$ cat src/rtl/mdu_pkg.sv
// Shared definitions for the multiply/divide unit: op encodings, FSM states
// and a small helper for telling signed ops apart.
package mdu_pkg;

   localparam logic [1:0] MDU_MULT  = 2'd0;
   localparam logic [1:0] MDU_MULTU = 2'd1;
   localparam logic [1:0] MDU_DIV   = 2'd2;
   localparam logic [1:0] MDU_DIVU  = 2'd3;

   typedef enum logic [2:0] {
      ST_IDLE = 3'd0,
      ST_MUL  = 3'd1,
      ST_DIV  = 3'd2,
      ST_FIX  = 3'd3,
      ST_DONE = 3'd4
   } mdu_state_e;

   function automatic logic op_is_signed(input logic [1:0] op);
      return (op == MDU_MULT) || (op == MDU_DIV);
   endfunction

endpackage

$ cat src/rtl/mdu_divider.sv
// Iterative restoring radix-2 divider on unsigned magnitudes; one quotient
// bit per cycle, WIDTH cycles after the start pulse.
module mdu_divider
   import mdu_pkg::*;
#(
   parameter int WIDTH = 32
) (
   input  logic             clk,
   input  logic             rst_n,
   input  logic             start,
   input  logic             flush,
   input  logic [WIDTH-1:0] dividend,
   input  logic [WIDTH-1:0] divisor,
   output logic [WIDTH-1:0] quotient,
   output logic [WIDTH-1:0] remainder,
   output logic             ready
);

   localparam int CNT_W = $clog2(WIDTH);

   logic             running_q;
   logic [CNT_W-1:0] cnt_q;
   logic [WIDTH-1:0] quo_q;
   logic [WIDTH-1:0] rem_q;
   logic [WIDTH-1:0] dvs_q;

   logic [WIDTH:0]   shifted;
   logic [WIDTH:0]   diff;
   logic [WIDTH-1:0] rem_next;
   logic             q_bit;

   // Partial remainder stays below the divisor, so one extra bit covers the shift.
   always_comb begin
      shifted  = {rem_q, quo_q[WIDTH-1]};
      diff     = shifted - {1'b0, dvs_q};
      rem_next = shifted[WIDTH-1:0];
      q_bit    = 1'b0;
      if (!diff[WIDTH]) begin
         rem_next = diff[WIDTH-1:0];
         q_bit    = 1'b1;
      end
   end

   always_ff @(posedge clk or negedge rst_n) begin
      if (!rst_n) begin
         running_q <= 1'b0;
         cnt_q     <= '0;
         quo_q     <= '0;
         rem_q     <= '0;
         dvs_q     <= '0;
      end else if (flush) begin
         running_q <= 1'b0;
         cnt_q     <= '0;
      end else if (start) begin
         running_q <= 1'b1;
         cnt_q     <= '0;
         quo_q     <= dividend;
         rem_q     <= '0;
         dvs_q     <= divisor;
      end else if (running_q) begin
         quo_q <= {quo_q[WIDTH-2:0], q_bit};
         rem_q <= rem_next;
         cnt_q <= cnt_q + CNT_W'(1);
         if (ready) begin
            running_q <= 1'b0;
         end
      end
   end

   // High during the final iteration; quotient/remainder are final after this edge.
   assign ready     = running_q && (cnt_q == CNT_W'(WIDTH - 1));
   assign quotient  = quo_q;
   assign remainder = rem_q;

endmodule

$ cat src/rtl/mul_div_unit.sv
// Multi-cycle MULT/MULTU/DIV/DIVU unit with start/busy/done handshake and flush.
// Define MDU_DIV_EN to build the divider; otherwise divides complete with zeros.
module mul_div_unit
   import mdu_pkg::*;
#(
   parameter int WIDTH   = 32,
   parameter int MUL_LAT = 5
) (
   input  logic             clk,
   input  logic             rst_n,
   input  logic             start,
   input  logic [1:0]       op,
   input  logic [WIDTH-1:0] a,
   input  logic [WIDTH-1:0] b,
   input  logic             flush,
   output logic             busy,
   output logic             done,
   output logic [WIDTH-1:0] hi,
   output logic [WIDTH-1:0] lo,
   output logic             div_zero
);

   localparam int CW = $clog2(MUL_LAT + 1);

   mdu_state_e         state_q, state_d;
   logic [CW-1:0]      cnt_q;
   logic               busy_q, done_q, dz_q;
   logic [WIDTH-1:0]   hi_q, lo_q;
   logic               is_div_q, neg_q;
   logic [WIDTH-1:0]   mag_a_q, mag_b_q;
   logic [WIDTH-1:0]   res_hi_q, res_lo_q;
   logic               res_dz_q;

   logic               accept, signed_in, mul_last;
   logic [WIDTH-1:0]   mag_a_in, mag_b_in;
   logic [2*WIDTH-1:0] prod_u, mul_full;

`ifdef MDU_DIV_EN
   logic [WIDTH-1:0]   a_q;
   logic               sa_q;
   logic [WIDTH-1:0]   div_quo, div_rem;
   logic               div_ready;
`endif

   // A request is taken only in IDLE with busy low, which also blocks the done cycle.
   always_comb begin
      signed_in = op_is_signed(op);
      accept    = start && !flush && !busy_q && (state_q == ST_IDLE);
      mag_a_in  = (signed_in && a[WIDTH-1]) ? -a : a;
      mag_b_in  = (signed_in && b[WIDTH-1]) ? -b : b;
      prod_u    = {{WIDTH{1'b0}}, mag_a_q} * {{WIDTH{1'b0}}, mag_b_q};
      mul_full  = neg_q ? -prod_u : prod_u;
      mul_last  = (state_q == ST_MUL) && (cnt_q == CW'(MUL_LAT - 1));
   end

`ifdef MDU_DIV_EN
   mdu_divider #(.WIDTH(WIDTH)) u_divider (
      .clk       (clk),
      .rst_n     (rst_n),
      .start     (accept && op[1]),
      .flush     (flush),
      .dividend  (mag_a_in),
      .divisor   (mag_b_in),
      .quotient  (div_quo),
      .remainder (div_rem),
      .ready     (div_ready)
   );
`endif

   always_ff @(posedge clk or negedge rst_n) begin
      if (!rst_n) begin
         state_q <= ST_IDLE;
      end else begin
         state_q <= state_d;
      end
   end

   always_comb begin
      state_d = state_q;
      unique case (state_q)
         ST_IDLE: begin
            if (accept) begin
               if (!op[1]) begin
                  state_d = (MUL_LAT == 1) ? ST_DONE : ST_MUL;
               end else begin
`ifdef MDU_DIV_EN
                  state_d = ST_DIV;
`else
                  state_d = ST_DONE;
`endif
               end
            end
         end
         ST_MUL:  if (mul_last) state_d = ST_DONE;
`ifdef MDU_DIV_EN
         ST_DIV:  if (div_ready) state_d = ST_FIX;
         ST_FIX:  state_d = ST_DONE;
`else
         ST_DIV:  state_d = ST_IDLE;
         ST_FIX:  state_d = ST_IDLE;
`endif
         ST_DONE: state_d = ST_IDLE;
         default: state_d = ST_IDLE;
      endcase
      if (flush) begin
         state_d = ST_IDLE;
      end
   end

   always_ff @(posedge clk or negedge rst_n) begin
      if (!rst_n) begin
         cnt_q    <= '0;
         busy_q   <= 1'b0;
         done_q   <= 1'b0;
         dz_q     <= 1'b0;
         hi_q     <= '0;
         lo_q     <= '0;
         is_div_q <= 1'b0;
         neg_q    <= 1'b0;
         mag_a_q  <= '0;
         mag_b_q  <= '0;
         res_hi_q <= '0;
         res_lo_q <= '0;
         res_dz_q <= 1'b0;
`ifdef MDU_DIV_EN
         a_q      <= '0;
         sa_q     <= 1'b0;
`endif
      end else begin
         done_q <= 1'b0;
         if (flush) begin
            busy_q <= 1'b0;
            cnt_q  <= '0;
         end else begin
            if (accept) begin
               busy_q   <= 1'b1;
               cnt_q    <= CW'(1);
               is_div_q <= op[1];
               neg_q    <= signed_in && (a[WIDTH-1] ^ b[WIDTH-1]);
               mag_a_q  <= mag_a_in;
               mag_b_q  <= mag_b_in;
               res_hi_q <= '0;
               res_lo_q <= '0;
               res_dz_q <= 1'b0;
`ifdef MDU_DIV_EN
               a_q      <= a;
               sa_q     <= signed_in && a[WIDTH-1];
`endif
            end else if (done_q) begin
               busy_q <= 1'b0;
            end
            unique case (state_q)
               ST_MUL: begin
                  cnt_q <= cnt_q + CW'(1);
                  if (mul_last) begin
                     {res_hi_q, res_lo_q} <= mul_full;
                  end
               end
`ifdef MDU_DIV_EN
               // Divide by zero reports the untouched dividend as the remainder.
               ST_FIX: begin
                  if (mag_b_q == '0) begin
                     res_lo_q <= '1;
                     res_hi_q <= a_q;
                     res_dz_q <= 1'b1;
                  end else begin
                     res_lo_q <= neg_q ? -div_quo : div_quo;
                     res_hi_q <= sa_q ? -div_rem : div_rem;
                     res_dz_q <= 1'b0;
                  end
               end
`endif
               ST_DONE: begin
                  done_q <= 1'b1;
                  cnt_q  <= '0;
                  dz_q   <= res_dz_q;
                  if ((MUL_LAT == 1) && !is_div_q) begin
                     {hi_q, lo_q} <= mul_full;
                  end else begin
                     hi_q <= res_hi_q;
                     lo_q <= res_lo_q;
                  end
               end
               default: ;
            endcase
         end
      end
   end

   assign busy     = busy_q;
   assign done     = done_q;
   assign hi       = hi_q;
   assign lo       = lo_q;
   assign div_zero = dz_q;

endmodule

$ cat config.mk
export PLATFORM = sky130hd
export DESIGN_NAME = mul_div_unit
export DESIGN_NICKNAME = d
export VERILOG_FILES = /design/src/rtl/mdu_pkg.sv /design/src/rtl/mdu_divider.sv /design/src/rtl/mul_div_unit.sv
export SDC_FILE = /design/constraint.sdc
export NUM_CORES = 2
export LEC_CHECK = 0
export BUFFER_PORTS_ARGS = -buffer_cell sky130_fd_sc_hd__buf_2
export CORE_ASPECT_RATIO = 0.7
export CORE_MARGIN = 2
export CORE_UTILIZATION = 40
export DETAILED_ROUTE_END_ITERATION = 10
export PLACE_DENSITY_LB_ADDON = 0.2
export SLEW_MARGIN = 20
export SYNTH_ARGS = -nofsm -noshare
export SYNTH_HDL_FRONTEND = slang
export SYNTH_HIERARCHICAL = 1
export SYNTH_SLANG_ARGS = --single-unit
$ cat constraint.sdc
create_clock -name clk -period 8.7 [get_ports clk]
set_input_delay 0.87 -clock clk [delete_from_list [all_inputs] [get_ports clk]]
set_output_delay 0.87 -clock clk [all_outputs]
set_load 0.01 [all_outputs]
Yosys cells after proc, flatten, opt, wreduce, memory -nomap -nowiden

Cells that the tools add are included.

Add/sub/neg operators: 4
$mul: 1
Equal/unequal tests: 6
Mux-type cells: 22
Bitwise logic cells: 2
Reduce and logical (&&, ||, !) cells: 17

Operators with widths:

| cell                                           | number |
|---|---|
| two-way mux 32 bit                             | 8 |
| multiplier 32 x 32 -> 64 bit                   | 1 |
| two-way mux 64 bit                             | 1 |
| negation 32 bit                                | 2 |
| negation 64 bit                                | 1 |
| two-way mux 3 bit                              | 6 |
| case mux 3 bit (2 select lines)                | 2 |
| logical AND 1 bit                              | 7 |
| == test 3 bit (second input constant)          | 2 |
| inequality test 3 bit (second input constant)  | 2 |
| AND reduction 2 bit                            | 3 |
| two-way mux 1 bit                              | 5 |
| nonzero test 4 bit                             | 1 |
| adder 3 x 1 -> 3 bit (second input constant)   | 1 |
| == test 3 x 1 -> 1 bit (second input constant) | 1 |
| zero test 3 bit                                | 1 |
| nonzero test 3 bit                             | 1 |
| == test 2 bit (second input constant)          | 1 |
| zero test 1 bit                                | 2 |
| zero test 2 bit                                | 1 |
| logical OR 1 bit                               | 1 |
| inverter 1 bit                                 | 1 |
| XOR 1 bit                                      | 1 |

Register bits after elaboration: 201
Bits of input ports: 70
Output and inout port bits: 67
Word-level logic and storage cells: 63

Logic depth before layout (Yosys ltp)

Word-level depth: 7
Mapped depth: 30
Mapped depth without buffers: 27

Worst setup path after synthesis

OpenSTA, ideal clock, no wires.

Path type: flip-flop to flip-flop
Start: register mag_a_q[30]
End: register res_hi_q[26]
Setup time: 0.143 ns
Arrival: 7.884 ns
Data required time: 8.557 ns
Path slack: 0.673 ns
Stages on the path, launching flop included: 29
Path buffers: 3
Period minus slack after synthesis: 8.027 ns
Cell sequence: dfrtp_1 > clkbuf_1 > nand2_1 > fa_1 > inv_1 > fa_1 > fa_1 > inv_1 > fa_1 > inv_1 > fa_1 > fa_1 > fa_1 > inv_1 > fa_1 > inv_1 > ha_1 > clkbuf_1 > nand4_1 > nor3_1 > o211ai_1 > o21ai_0 > xor2_1 > a2111oi_0 > or3b_4 > buf_6 > nor4b_2 > mux2i_1 > o311ai_1

Cells in the longest elaborated chain, start to end: 5

RTL lines:

| item                           | RTL line            | text |
|---|---|---|
| from (decl)                    | mul_div_unit.sv:30  | `logic [WIDTH-1:0] mag_a_q, mag_b_q;` |
| from (signal assigned)         | mul_div_unit.sv:140 | `mag_a_q <= mag_a_in;` |
| multiplier 32 x 32 -> 64 bit * | mul_div_unit.sv:51  | `prod_u = {{WIDTH{1'b0}}, mag_a_q} * {{WIDTH{1'b0}}, mag_b_q};` |
| negation 64 bit                | mul_div_unit.sv:52  | `mul_full = neg_q ? -prod_u : prod_u;` |
| two-way mux 64 bit *           | mul_div_unit.sv:52  |  |
| two-way mux 32 bit *           | mul_div_unit.sv:155 | `if (mul_last) begin` |
| two-way mux 32 bit *           | mul_div_unit.sv:152 | `unique case (state_q)` |
| to (signal assigned)           | mul_div_unit.sv:156 | `{res_hi_q, res_lo_q} <= mul_full;` |
| to (decl)                      | mul_div_unit.sv:31  | `logic [WIDTH-1:0] res_hi_q, res_lo_q;` |

Mark *: on every way between the ends. The rest lies on a longest branch, timed or not.
A chain may end at the register's enable or synchronous reset.

Worst setup path after layout

Start: register mag_b_q[2]
End: register res_hi_q[22]

Cells in the longest elaborated chain, start to end: 5

RTL lines:

| item                           | RTL line            | text |
|---|---|---|
| from (decl)                    | mul_div_unit.sv:30  |  |
| from (signal assigned)         | mul_div_unit.sv:141 | `mag_b_q <= mag_b_in;` |
| multiplier 32 x 32 -> 64 bit * | mul_div_unit.sv:51  |  |
| negation 64 bit                | mul_div_unit.sv:52  |  |
| two-way mux 64 bit *           | mul_div_unit.sv:52  |  |
| two-way mux 32 bit *           | mul_div_unit.sv:155 |  |
| two-way mux 32 bit *           | mul_div_unit.sv:152 |  |

Marks and branches as above.

==> run metrics <==
outcome complete, no violations; post-synthesis sequential area ratio approximately 11%; Yosys reg bits 200; distinct cell type count after synthesis just under 90; Max-Cap Viols 0; TritonCTS Sinks 200; Startpoint Class flip-flop; Core Region between 100000 and 150000 sq um; period utilization about 99%; Rel. slew slack a little over a quarter; largest net degree at the start of global routing 92; crit path kind flip-flop to flip-flop; vias in the first global route 36460; TritonCTS clock tree built; ys flop type dfrtp_1; CP Data Arrival Time approximately 9.0 ns; Crit path max-delay family adder cells; dpl cell area around 51000 sq um; skew final 0.0296 ns; chip width about 410 um; RSZ-0062 raised after global routing true; via count about 35000; global placement routability congestion roughly 0.95; vias per cell 5.14; Top Ports around 140; CP max stage cell fa_1; Syn Area/Cell 8.98 sq um; clock slew at reported path FFs approximately 0.08 ns; area delta synth->final 15.4%; Final Hold Viols 0; Post-DRT Antenna Nets 0; Pre-antenna DRT Iters 7; Worst-Skew Late Latency 0.53 ns; most frequent CP cell fa_1; # port buffers 135; Worst-Margin Slew between 1 and 1.5 ns; Syn Std Cell Area between 40000 and 50000 sq um; GR Util All Layers between 20 and 25%; cell chosen for the clock root clkbuf_16; post-synth top area share 39.8%; CTS max path bufs 2; final core occ 46.4%; DRT iter0 DRCs between 2000 and 2500; design area around 52000 sq um; Bufs and invs on worst path 5; final count of pins violating max slew 0; Initial Util roughly 40%; Synth area leaders fa_1 (40%), dfrtp_1 (11%), and2_1 (8.4%), ha_1 (7.5%), inv_1 (7.3%); first-pass GRT wire length approximately 220 mm; yosys warns 6; HPWL after detailed placement roughly 120 mm; Final Net Count around 6600; slowest stage delay, CP 0.55 ns; htree depth 4; post-route minimum period around 8.6 ns; min-delay worst type input pin to asynchronous set/reset pin; Fmax roughly 120 MHz; DR WL/cell just over 20 um; layout cells sized above 1 16.2%; CTS buffer count 17; Total Wirelength about 140 mm; initial antenna violation count 24; # setup viols final 0; drc violations 0; Mapped Cells between 5000 and 6000; Yosys top cell by area fa_1; Syn Nets between 6000 and 7000; Crit Path Max Fanout 8; Die H roughly 280 um; asr flop ratio synth 100%; GRT overflow 0; Post-synth EDFFs 0; Std-Cell Rows slightly above 100; worst endpoint required time about 9.1 ns; Crit. End Element flip-flop; DIE AREA 115000 sq um
cell families (layout without fill, tap and decap cells):
kind of cell    count (synthesis)  after routing  synth area share (%)
flops                         200            200                  11.1
fa+ha+maj                    1167           1167                  47.3
compound gates                559            559                  7.90
buf+inv                      1176           1504                  9.91
xor+xnor                      142            142                  2.76
simple gates                 1693           1694                  19.0
other cells                     1             12               0.00832
mux                            81             81                  1.98
worst reg2reg max path, stage by stage, from the launching register on:
cell       delay (ns)
dfrtp_2          0.48
buf_2            0.20
and2_1           0.19
fa_1             0.53
inv_1            0.05
fa_1             0.50
fa_1             0.47
fa_1             0.55
inv_1            0.05
fa_1             0.48
fa_1             0.50
fa_1             0.55
fa_1             0.44
ha_1             0.32
buf_4            0.17
nand4_1          0.19
nor2_2           0.09
a22oi_2          0.30
o21ai_2          0.11
o21a_2           0.25
or3_4            0.35
a2111oi_4        0.36
buf_4            0.17
or3b_4           0.48
o41ai_2          0.40
xnor2_1          0.18
o21ai_1          0.08
cell usage after synthesis, drive strengths merged (13+ instances only):
cell type	number
a211oi	16
a21o	27
a21oi	117
a31oi	17
and2	609
and4	13
buf	32
clkbuf	265
dfrtp	200
fa	896
ha	271
inv	879
mux2	66
mux2i	15
nand2	704
nand2b	16
nand3	33
nand4	40
nor2	120
nor3	56
nor4	19
o211ai	26
o21a	14
o21ai	217
o31ai	23
or3	22
xnor2	74
xor2	68
sequential cells by signal (all words and copies together) (netlist names):
signal and cells:
hi 32, lo 32, mag_a_q 32, mag_b_q 32, res_hi_q 32, res_lo_q 32
cnt_q 3, state_q 2, busy 1, done 1, neg_q 1
cells in the final DEF, fill, tap and decap left out, types with 12 or more instances in the layout:
| cell type | synthesis | routed |
|---|---|---|
| a21oi_1 | 113 | 90 |
| nor3_1 | 52 | 41 |
| nor4_1 | 18 | 12 |
| o211ai_1 | 26 | 26 |
| o21ai_1 | 30 | 39 |
| dfrtp_1 | 200 | 186 |
| nand4_1 | 39 | 39 |
| buf_12 | 0 | 54 |
| ha_1 | 271 | 259 |
| xor2_1 | 68 | 67 |
| buf_4 | 2 | 390 |
| dfrtp_2 | 0 | 14 |
| inv_1 | 879 | 878 |
| nor2_1 | 120 | 116 |
| or3_1 | 22 | 19 |
| buf_6 | 2 | 13 |
| mux2_2 | 66 | 66 |
| nand2b_1 | 16 | 15 |
| a31oi_1 | 16 | 15 |
| a21oi_2 | 4 | 26 |
| o21ai_0 | 187 | 170 |
| o21a_1 | 14 | 12 |
| buf_2 | 26 | 135 |
| fa_1 | 896 | 889 |
| clkbuf_16 | 0 | 18 |
| and2_1 | 607 | 605 |
| mux2i_1 | 15 | 15 |
| a21o_1 | 27 | 27 |
| xnor2_1 | 74 | 74 |
| and4_1 | 13 | 12 |
| nand3_1 | 33 | 30 |
| o31ai_1 | 23 | 20 |
| nand2_1 | 703 | 701 |
through the flow:
step	setup WS [ns]	TNS (ns)	hold WS [ns]	instances
final	0.104	0	0.371	6881
after floorplan	0.673	0	0.446	5019
after detailed placement	-0.826	-10.89	0.463	6822
after global routing	-0.124	-0.491	0.439	6874
after global placement	-0.798	-10.42	0.436	6822
after CTS	-0.0348	-0.0984	0.383	6854
cell type report:
type / instances / area [sq um]
fill: 10972 / 60200
multi-input combinational: 3644 / 36300
sequential: 200 / 5020
timing repair buffer: 594 / 4870
inverter: 879 / 3300
tap: 1522 / 1900
clock buffer: 20 / 467
clock inverter: 11 / 111
antenna: 11 / 27.5
routing by layer:
metal | part of all wire (%) | track usage (%) | up-vias
li1 | - | - | 16113
met1 | 48 | 37.8 | 18216
met2 | 44 | 37.2 | 884
met3 | 5.5 | 3.19 | 128
met4 | 1.7 | 4.98 | 10
met5 | 0.044 | 0 | -
repair_timing:
item	CTS	global route
setup endpoints to repair	16	29
gates cloned	0	2
endpoints found under the hold margin	0	0
resized for setup	22	160
pin swaps	3	41
buffers inserted	1	14
hold buffers	0	0
final timing paths:
path / slack, ns / cells past startpoint / startpoint / to
max in group asynchronous: 6.28 / 3 / rst_n / lo[4]$_DFFE_PN0P_
max reg2reg: 0.10 / 26 / mag_b_q[2]$_DFFE_PN0P_ / res_hi_q[22]$_DFFE_PN0N_
max: 0.10 / 26 / mag_b_q[2]$_DFFE_PN0P_ / res_hi_q[22]$_DFFE_PN0N_
min: 0.37 / 1 / rst_n / state_q[0]$_DFFE_PN0P_
min in group clk: 0.46 / 1 / done$_DFF_PN0_ / busy$_DFFE_PN0P_
min reg2reg: 0.46 / 1 / done$_DFF_PN0_ / busy$_DFFE_PN0P_
Power is left out: the tool's default activity adds up to more than one toggle a clock period on the data nets, which glitch-free logic cannot reach.
